### src/rtl/hls_macc_vec_if.sv
// Block-level HLS handshake and operand bus for the key-locked vector MAC.
// The slave modport is the core side; the master modport is the caller side.
interface hls_macc_vec_if #(
  parameter int DATA_W = 32,
  parameter int LANES  = 4,
  parameter int ACC_W  = 64,
  parameter int KEY_W  = 32
) ();
  logic                      ap_start;
  logic                      ap_done;
  logic                      ap_idle;
  logic                      ap_ready;
  logic [1:0]                mode;
  logic [LANES*DATA_W-1:0]   in_a;
  logic [LANES*DATA_W-1:0]   in_b;
  logic [ACC_W-1:0]          acc_i;
  logic [ACC_W-1:0]          acc_o;
  logic                      acc_o_ap_vld;
  logic [KEY_W-1:0]          working_key;

  modport slave (
    input  ap_start, mode, in_a, in_b, acc_i, working_key,
    output ap_done, ap_idle, ap_ready, acc_o, acc_o_ap_vld
  );

  modport master (
    output ap_start, mode, in_a, in_b, acc_i, working_key,
    input  ap_done, ap_idle, ap_ready, acc_o, acc_o_ap_vld
  );
endinterface

### src/rtl/hls_macc_vec.sv
// Key-locked signed vector multiply-accumulate, one lane per cycle, with an
// HLS-style ap_start/ap_done/ap_idle/ap_ready block handshake.
module hls_macc_vec #(
  parameter int               DATA_W    = 32,
  parameter int               LANES     = 4,
  parameter int               ACC_W     = 64,
  parameter int               KEY_W     = 32,
  parameter logic [KEY_W-1:0] KEY_VALUE = 32'hA5C3_0F96
) (
  input  logic         ap_clk,
  input  logic         ap_rst,
  hls_macc_vec_if.slave bus
);

  localparam int CNT_W = (LANES > 1) ? $clog2(LANES) : 1;

  typedef enum logic [1:0] {IDLE, CALC, DONE} state_e;

  state_e                  state_q, state_d;
  logic [CNT_W-1:0]        laneCnt_q, laneCnt_d;
  logic [ACC_W-1:0]        partialSum_q, partialSum_d;
  logic [LANES*DATA_W-1:0] aOps_q, aOps_d;
  logic [LANES*DATA_W-1:0] bOps_q, bOps_d;
  logic [ACC_W-1:0]        accIn_q, accIn_d;
  logic [1:0]              mode_q, mode_d;
  logic [KEY_W-1:0]        key_q, key_d;
  logic [ACC_W-1:0]        accOut_q, accOut_d;

  logic signed [DATA_W-1:0]   laneA, laneB;
  logic signed [2*DATA_W-1:0] product;
  logic [ACC_W-1:0]           productExt;
  logic [ACC_W-1:0]           sumNext;
  logic [ACC_W-1:0]           rawResult;
  logic [KEY_W-1:0]           keyDiff;
  logic [ACC_W-1:0]           keyMask;

  always_comb begin
    laneA = '0;
    laneB = '0;
    for (int i = 0; i < LANES; i++) begin
      if (laneCnt_q == CNT_W'(i)) begin
        laneA = aOps_q[i*DATA_W +: DATA_W];
        laneB = bOps_q[i*DATA_W +: DATA_W];
      end
    end
  end

  assign product    = laneA * laneB;
  assign productExt = ACC_W'(product);
  assign sumNext    = partialSum_q + productExt;

  // Wrong-key bits are folded onto the result width, so a correct key gives a zero mask.
  always_comb begin
    keyDiff = key_q ^ KEY_VALUE;
    keyMask = '0;
    for (int k = 0; k < KEY_W; k++) begin
      keyMask[k % ACC_W] = keyMask[k % ACC_W] ^ keyDiff[k];
    end
  end

  always_comb begin
    case (mode_q)
      2'd1:    rawResult = accIn_q - sumNext;
      2'd2:    rawResult = sumNext;
      default: rawResult = accIn_q + sumNext;
    endcase
  end

  always_ff @(posedge ap_clk) begin
    if (ap_rst) begin
      state_q      <= IDLE;
      laneCnt_q    <= '0;
      partialSum_q <= '0;
      aOps_q       <= '0;
      bOps_q       <= '0;
      accIn_q      <= '0;
      mode_q       <= '0;
      key_q        <= '0;
      accOut_q     <= '0;
    end else begin
      state_q      <= state_d;
      laneCnt_q    <= laneCnt_d;
      partialSum_q <= partialSum_d;
      aOps_q       <= aOps_d;
      bOps_q       <= bOps_d;
      accIn_q      <= accIn_d;
      mode_q       <= mode_d;
      key_q        <= key_d;
      accOut_q     <= accOut_d;
    end
  end

  // The final combine is taken on the last CALC edge so acc_o is already valid in DONE.
  always_comb begin
    state_d      = state_q;
    laneCnt_d    = laneCnt_q;
    partialSum_d = partialSum_q;
    aOps_d       = aOps_q;
    bOps_d       = bOps_q;
    accIn_d      = accIn_q;
    mode_d       = mode_q;
    key_d        = key_q;
    accOut_d     = accOut_q;
    case (state_q)
      IDLE: begin
        if (bus.ap_start) begin
          aOps_d       = bus.in_a;
          bOps_d       = bus.in_b;
          accIn_d      = bus.acc_i;
          mode_d       = bus.mode;
          key_d        = bus.working_key;
          laneCnt_d    = '0;
          partialSum_d = '0;
          state_d      = CALC;
        end
      end
      CALC: begin
        partialSum_d = sumNext;
        if (laneCnt_q == CNT_W'(LANES - 1)) begin
          accOut_d = rawResult ^ keyMask;
          state_d  = DONE;
        end else begin
          laneCnt_d = laneCnt_q + CNT_W'(1);
        end
      end
      DONE: begin
        state_d = IDLE;
      end
      default: begin
        state_d = IDLE;
      end
    endcase
  end

  assign bus.ap_done      = (state_q == DONE);
  assign bus.ap_ready     = (state_q == DONE);
  assign bus.acc_o_ap_vld = (state_q == DONE);
  assign bus.ap_idle      = (state_q == IDLE) && !bus.ap_start;
  assign bus.acc_o        = accOut_q;

endmodule
### src/flat_wrapper.sv
// flat-port wrapper written by rule: the top's interface ports become plain ports
module hls_macc_vec_flat 
#(
  parameter int               DATA_W    = 32,
  parameter int               LANES     = 4,
  parameter int               ACC_W     = 64,
  parameter int               KEY_W     = 32,
  parameter logic [KEY_W-1:0] KEY_VALUE = 32'hA5C3_0F96
)
  (ap_clk, ap_rst, bus_ap_start, bus_mode, bus_in_a, bus_in_b, bus_acc_i, bus_working_key, bus_ap_done, bus_ap_idle, bus_ap_ready, bus_acc_o, bus_acc_o_ap_vld);
  hls_macc_vec_if #(.DATA_W(DATA_W), .LANES(LANES), .ACC_W(ACC_W), .KEY_W(KEY_W)) bus_i ();
  input  logic ap_clk;
  input  logic ap_rst;
  input wire logic [$bits(bus_i.ap_start)-1:0] bus_ap_start;
  input wire logic [$bits(bus_i.mode)-1:0] bus_mode;
  input wire logic [$bits(bus_i.in_a)-1:0] bus_in_a;
  input wire logic [$bits(bus_i.in_b)-1:0] bus_in_b;
  input wire logic [$bits(bus_i.acc_i)-1:0] bus_acc_i;
  input wire logic [$bits(bus_i.working_key)-1:0] bus_working_key;
  output wire logic [$bits(bus_i.ap_done)-1:0] bus_ap_done;
  output wire logic [$bits(bus_i.ap_idle)-1:0] bus_ap_idle;
  output wire logic [$bits(bus_i.ap_ready)-1:0] bus_ap_ready;
  output wire logic [$bits(bus_i.acc_o)-1:0] bus_acc_o;
  output wire logic [$bits(bus_i.acc_o_ap_vld)-1:0] bus_acc_o_ap_vld;
  assign bus_i.ap_start = bus_ap_start;
  assign bus_i.mode = bus_mode;
  assign bus_i.in_a = bus_in_a;
  assign bus_i.in_b = bus_in_b;
  assign bus_i.acc_i = bus_acc_i;
  assign bus_i.working_key = bus_working_key;
  assign bus_ap_done = bus_i.ap_done;
  assign bus_ap_idle = bus_i.ap_idle;
  assign bus_ap_ready = bus_i.ap_ready;
  assign bus_acc_o = bus_i.acc_o;
  assign bus_acc_o_ap_vld = bus_i.acc_o_ap_vld;
  hls_macc_vec #(.DATA_W(DATA_W), .LANES(LANES), .ACC_W(ACC_W), .KEY_W(KEY_W), .KEY_VALUE(KEY_VALUE)) u_core (.ap_clk(ap_clk), .ap_rst(ap_rst), .bus(bus_i));
endmodule
### config.mk
export PLATFORM = sky130hd
export DESIGN_NAME = hls_macc_vec_flat
export DESIGN_NICKNAME = d
export VERILOG_FILES = /design/src/rtl/hls_macc_vec_if.sv /design/src/rtl/hls_macc_vec.sv /design/src/flat_wrapper.sv
export SDC_FILE = /design/constraint.sdc
export NUM_CORES = 2
export LEC_CHECK = 0
export ABC_AREA = 1
export CORE_ASPECT_RATIO = 1.1
export CORE_MARGIN = 1
export CORE_UTILIZATION = 55
export CTS_BUF_LIST = sky130_fd_sc_hd__clkbuf_16
export CTS_CLUSTER_SIZE = 40
export DETAILED_ROUTE_END_ITERATION = 7
export GPL_TIMING_DRIVEN = 0
export PLACE_DENSITY = 0.75
export SLEW_MARGIN = 20
export SYNTH_ARGS = -nofsm -noshare
export SYNTH_HDL_FRONTEND = slang
export SYNTH_SLANG_ARGS = --single-unit
### constraint.sdc
create_clock -name ap_clk -period 31.4 [get_ports ap_clk]
set_clock_uncertainty 0.1 [all_clocks]
set_input_delay 6.28 -clock ap_clk [delete_from_list [all_inputs] [get_ports ap_clk]]
set_output_delay 6.28 -clock ap_clk [all_outputs]
set_load 0.05 [all_outputs]
Word level (Yosys, flattened, before mapping)
Index checks and enable logic that the tools add are counted.
Storage, ports and cells
  memories kept: 0
  bits in read-only memories: 0
  memory bits (writable): 0
  latch bits: 0
  bits of input ports: 357
  register bits: 486
  output and inout port bits: 68
Operators by class
  add/subtract/negate cells: 4
  shift-type cells: 0
  multiply operators: 1
  bitwise operators: 2
  magnitude comparators: 0
  reduce and logical (&&, ||, !) cells: 10
  equality and inequality tests: 10
  multiplexer cells: 17
  divide/modulo/power cells: 0
Operators with widths (count)
  $mux 32: 8
  $pmux 64 s2: 2
  $add 64x64->64: 2
  $mul 32x32->64: 1
  $mux 64: 1
  $sub 64x64->64: 1
  $xor 64x32->64: 1
  $not 16->16: 1
  $eq 2x2->1 const B: 4
  $mux 2: 4
  $pmux 2 s2: 2
  $reduce_and 2->1: 4
  $eq 2x1->1 const B: 3
  $logic_not 2->1: 2
  $ne 2x2->1 const B: 2
  $reduce_and 3->1: 1
  $add 2x1->2 const B: 1
  $ne 2x1->1 const B: 1
  $reduce_bool 2->1: 1
  $logic_and 1x1->1: 1
  $logic_not 1->1: 1

Longest topological paths before layout
  depth after elaboration: 10
  gate-level depth with buffers: 64

Worst setup path before layout
Ideal clock, no wire load.
  path type: input -> output
  start point: in bus_ap_start
  end point: out bus_ap_idle
  path buffers: 0
  stages on the path: 1
  path slack: 17.695 ns
  arrival time: 7.325 ns
  cells stage by stage: nor3_1
Between the ends
  word-level cells in the longest chain between the ends: 2
RTL lines
  from (decl): line flat_wrapper.sv:14  | input wire logic [$bits(bus_i.ap_start)-1:0] bus_ap_start;
  $logic_not 1->1: line hls_macc_vec.sv:138  | assign bus.ap_idle = (state_q == IDLE) && !bus.ap_start;
  $logic_and 1x1->1: line hls_macc_vec.sv:138
  to (decl): line flat_wrapper.sv:21  | output wire logic [$bits(bus_i.ap_idle)-1:0] bus_ap_idle;
No other way between the ends.

Worst setup path in the final report
  start point: reg u_core.laneCnt_q[0]
  end point: reg u_core.accOut_q[62], in the netlist u_core.bus.acc_o[62]
Between the ends
  word-level cells in the longest chain between the ends: 10
RTL lines
  from (decl): line hls_macc_vec.sv:20  | logic [CNT_W-1:0] laneCnt_q, laneCnt_d;
  from (signal assigned): line hls_macc_vec.sv:82  | laneCnt_q <= laneCnt_d;
  $logic_not 2->1: line hls_macc_vec.sv:41  | if (laneCnt_q == CNT_W'(i)) begin
  $mux 32 (4 in series): line hls_macc_vec.sv:41
  $mul 32x32->64: line hls_macc_vec.sv:48  | assign product = laneA * laneB;
  $add 64x64->64: line hls_macc_vec.sv:50  | assign sumNext = partialSum_q + productExt;
  $add 64x64->64 or $sub 64x64->64 (tied branches): line hls_macc_vec.sv:65, hls_macc_vec.sv:63
  $pmux 64 s2: line hls_macc_vec.sv:62  | case (mode_q)
  $xor 64x32->64: line hls_macc_vec.sv:120  | accOut_d = rawResult ^ keyMask;
  to (signal assigned): line hls_macc_vec.sv:89  | accOut_q <= accOut_d;
  to (decl): line hls_macc_vec.sv:27  | logic [ACC_W-1:0] accOut_q, accOut_d;
Several ways; a longest one is shown, not always the timed one.
A chain may end at the register's enable or synchronous reset.

==> reports/metrics.cfg <==
[outcome]
outcome = completed

[hold_path]
hp-start = u_core.aOps_q[84]
min_path_cells = 2
hold_path.class = register to register
holdPathEnd = u_core.aOps_q[84]

[die]
fp.dieW_um = 335
die-area_um2 = 123000
start_util = 0.557
num_rows = 133
io-pin-count = 425
die_h_um = 368
core_um2 = 120000

[logic_synthesis]
syn_inst = 8864
syn_area_um2 = 67000
ys_types = 56
synthTopCellsByCount = inv_1 (1853), nand2_1 (1632), nor2_1 (1285)
synth_compound_area_frac = 0.0921
synth_top_cell_by_area = fa_1
ys.flop_type = dfxtp_1
async_reset_ff_frac = 0
synth_xor_area_frac = 0.0204
yosys-mux-area-fraction = 0.000149
syn_nets = 10718
yosys-top-cells-area = fa_1 (36%), dfxtp_1 (15%), inv_1 (10%)
synth_top_family_by_area = adder cells
synth.yosys.seq_area_share = 0.145
yosys_warnings = 0
synth-edff-count = 0
ys_ff_latch = 486
synth-simple-area-share = 0.198
yosysTopAreaCellShare = 0.362
syn_avg_cell_area_um2 = 7.55
yosys.cell_count.top_type = inv_1
synth_adder_area_share = 0.416

[place]
hpwl_um = 246000
port_buffers = 424
gp_congestion = 1.08

[global_route]
grt_remaining_overflow = 0
grt_pass1_wl_um = 414000
gr-max-usage-layer = met2
met2_usage = 0.712
groute.usage.overall = 0.467
grt_pass1_vias = 64823
use_met3 = 0.121
use_met1 = 0.559
grt_start_max_net_pins = 28
antenna_found_initial = 16

[worst_setup_path]
crit_required_ps = 31820
r2r_end = u_core.bus.acc_o[62]
rr_worst_depth = 53
path_common_cell = inv_1
rrSetupSlack_ps = 15560
cp.arrival_ps = 16260
critPathKind = register to register
max_stage_delay_ps = 910
start_kind = register
critPathMaxFanout = 10
crit_slowest_cell = a22oi_1
endpoint_kind = register
r2r-start = u_core.laneCnt_q[0]

[timing]
rsz0062_at_grt = false
fin_tns_setup_ps = 0
finalSetupViolations = 0
fmax_mhz = 63.1
period_needed_ps = 15840
maxSlewViolCount = 0
worst_pin_slew_ps = 1370
fin_crit_sh = 0.504
finalHoldViolations = 0
max-slew-margin-rel = 0.0884

[cells_and_area]
nNetsFinal = 11234
drive_gt1_frac = 0.0288
fillers = 11243
area_growth_pct = 12.8
multiInputGateArea_um2 = 48800
seq_area_um2 = 9730

[cts]
cts_tree = yes
postCtsSetupRepairBufs = 0
clk_pin_slew_ps = 70
cts-resized-gates = 0
cts_buffer_depth = 3
root_buffer = clkbuf_16
numCtsBuffers = 53
cts.sinks = 486
clk_latency_ps = 690
holdBufCountCts = 0
cts_htree_levels = 2

[route]
first_pass_iters = 8
via_per_inst = 5.76
ant_nets = 0
vias = 63623
wire_per_inst_um = 25.8
routed_wl_um = 285000
post-route-drc-count = 0
initialDrtViolationCount = 6630

[job]
drv_cap = 0

[critical path: cells and delay by family (launching register included)]
family                   cells  cell delay (ps)
buffers and inverters       16             3380
flip-flops                   1              340
AO/OA/AOI/OAI                5             1810
adder cells (fa/ha/maj)     11             5090
XOR/XNOR                     2              940
AND/OR/NAND/NOR             19             3970
[stage by stage]
step / instances / util / hold slack, ps / setup slack, ps / area (um2)
global route: 11048 / 0.629 / 371 / 15290 / 75500
finish: 11055 / 0.629 / 353 / 15560 / 75500
detailed placement: 10944 / 0.614 / 343 / 16200 / 73800
floorplan: 8864 / - / 330 / 17700 / 67000
CTS: 11039 / 0.628 / 353 / 16130 / 75500
global placement: 10908 / 0.609 / 339 / 15340 / 73200
[how the worst max path moves through the flow]
stage,slack (ps),start,to,cells after the start
2_1_floorplan,17700,bus_ap_start,bus_ap_idle,1
3_3_place_gp,15340,u_core.laneCnt_q[0],u_core.bus.acc_o[62],50
3_5_place_dp,16200,u_core.laneCnt_q[0],u_core.bus.acc_o[52],51
4_1_cts,16130,u_core.laneCnt_q[0],u_core.bus.acc_o[52],49
5_1_grt,15290,u_core.laneCnt_q[0],u_core.bus.acc_o[62],56
6_report,15560,u_core.laneCnt_q[0],u_core.bus.acc_o[62],53
[state kept, by name, indices dropped and copies added (netlist names)]
register,cells
u_core.laneCnt_q,2
u_core.key_q,32
u_core.aOps_q,128
u_core.partialSum_q,64
u_core.bOps_q,128
u_core.bus.acc_o,64
u_core.mode_q,2
u_core.state_q,2
u_core.accIn_q,64
[layout make-up]
cell class / count / area share
repair buffers: 461 / 0.0622
inverters: 1904 / 0.0946
diodes: 15 / 0.000497
well taps: 1620 / 0.0268
clock buffers: 53 / 0.0176
flip-flops and latches: 486 / 0.129
plain buffers: 380 / 0.0191
multi-input cells: 6094 / 0.645
clock inverters: 42 / 0.00489
[cell families after synthesis]
logic type	Yosys count
buf+inv	2284
mux	1
flops	486
compound gates	1131
fa+ha+maj	1497
xor+xnor	150
simple gates	3315
[cells in the final DEF (no fill, tap or decap), types with 5 or more instances in the layout]
| cell | n |
|---|---|
| buf_1 | 35 |
| dfxtp_1 | 486 |
| nand4_1 | 35 |
| clkbuf_16 | 53 |
| a22oi_1 | 41 |
| inv_2 | 27 |
| nor4_2 | 5 |
| xor2_1 | 117 |
| diode_2 | 15 |
| nor2_2 | 20 |
| nand3_2 | 7 |
| nand3_1 | 200 |
| o21bai_1 | 26 |
| nand2_2 | 20 |
| o211ai_1 | 36 |
| ha_1 | 286 |
| a31oi_1 | 37 |
| o21ai_0 | 491 |
| o21a_1 | 12 |
| o21ai_1 | 14 |
| clkinv_2 | 7 |
| o221ai_1 | 9 |
| inv_1 | 1857 |
| nand3b_1 | 15 |
| fa_1 | 1211 |
| nor2_1 | 1284 |
| buf_4 | 12 |
| a21o_1 | 6 |
| nor3_1 | 31 |
| a21oi_1 | 420 |
| nand2_1 | 1632 |
| buf_6 | 16 |
| nor4_1 | 14 |
| xnor2_1 | 28 |
| or2_2 | 30 |
| clkdlybuf4s50_1 | 424 |
| clkinv_1 | 38 |
| a22oi_2 | 18 |
| clkbuf_1 | 339 |
[layer usage]
| metal | up-vias | wire length, um | part of all wire |
|---|---|---|---|
| met2 | 3912 | 125000 | 0.44 |
| li1 | 27501 | - | - |
| met5 | - | 101 | 0.00035 |
| met4 | 16 | 28100 | 0.098 |
| met1 | 31121 | 101000 | 0.36 |
| met3 | 1073 | 30900 | 0.11 |
Power is left out: the tool's default activity adds up to more than one toggle a clock period on the data nets, which glitch-free logic cannot reach.
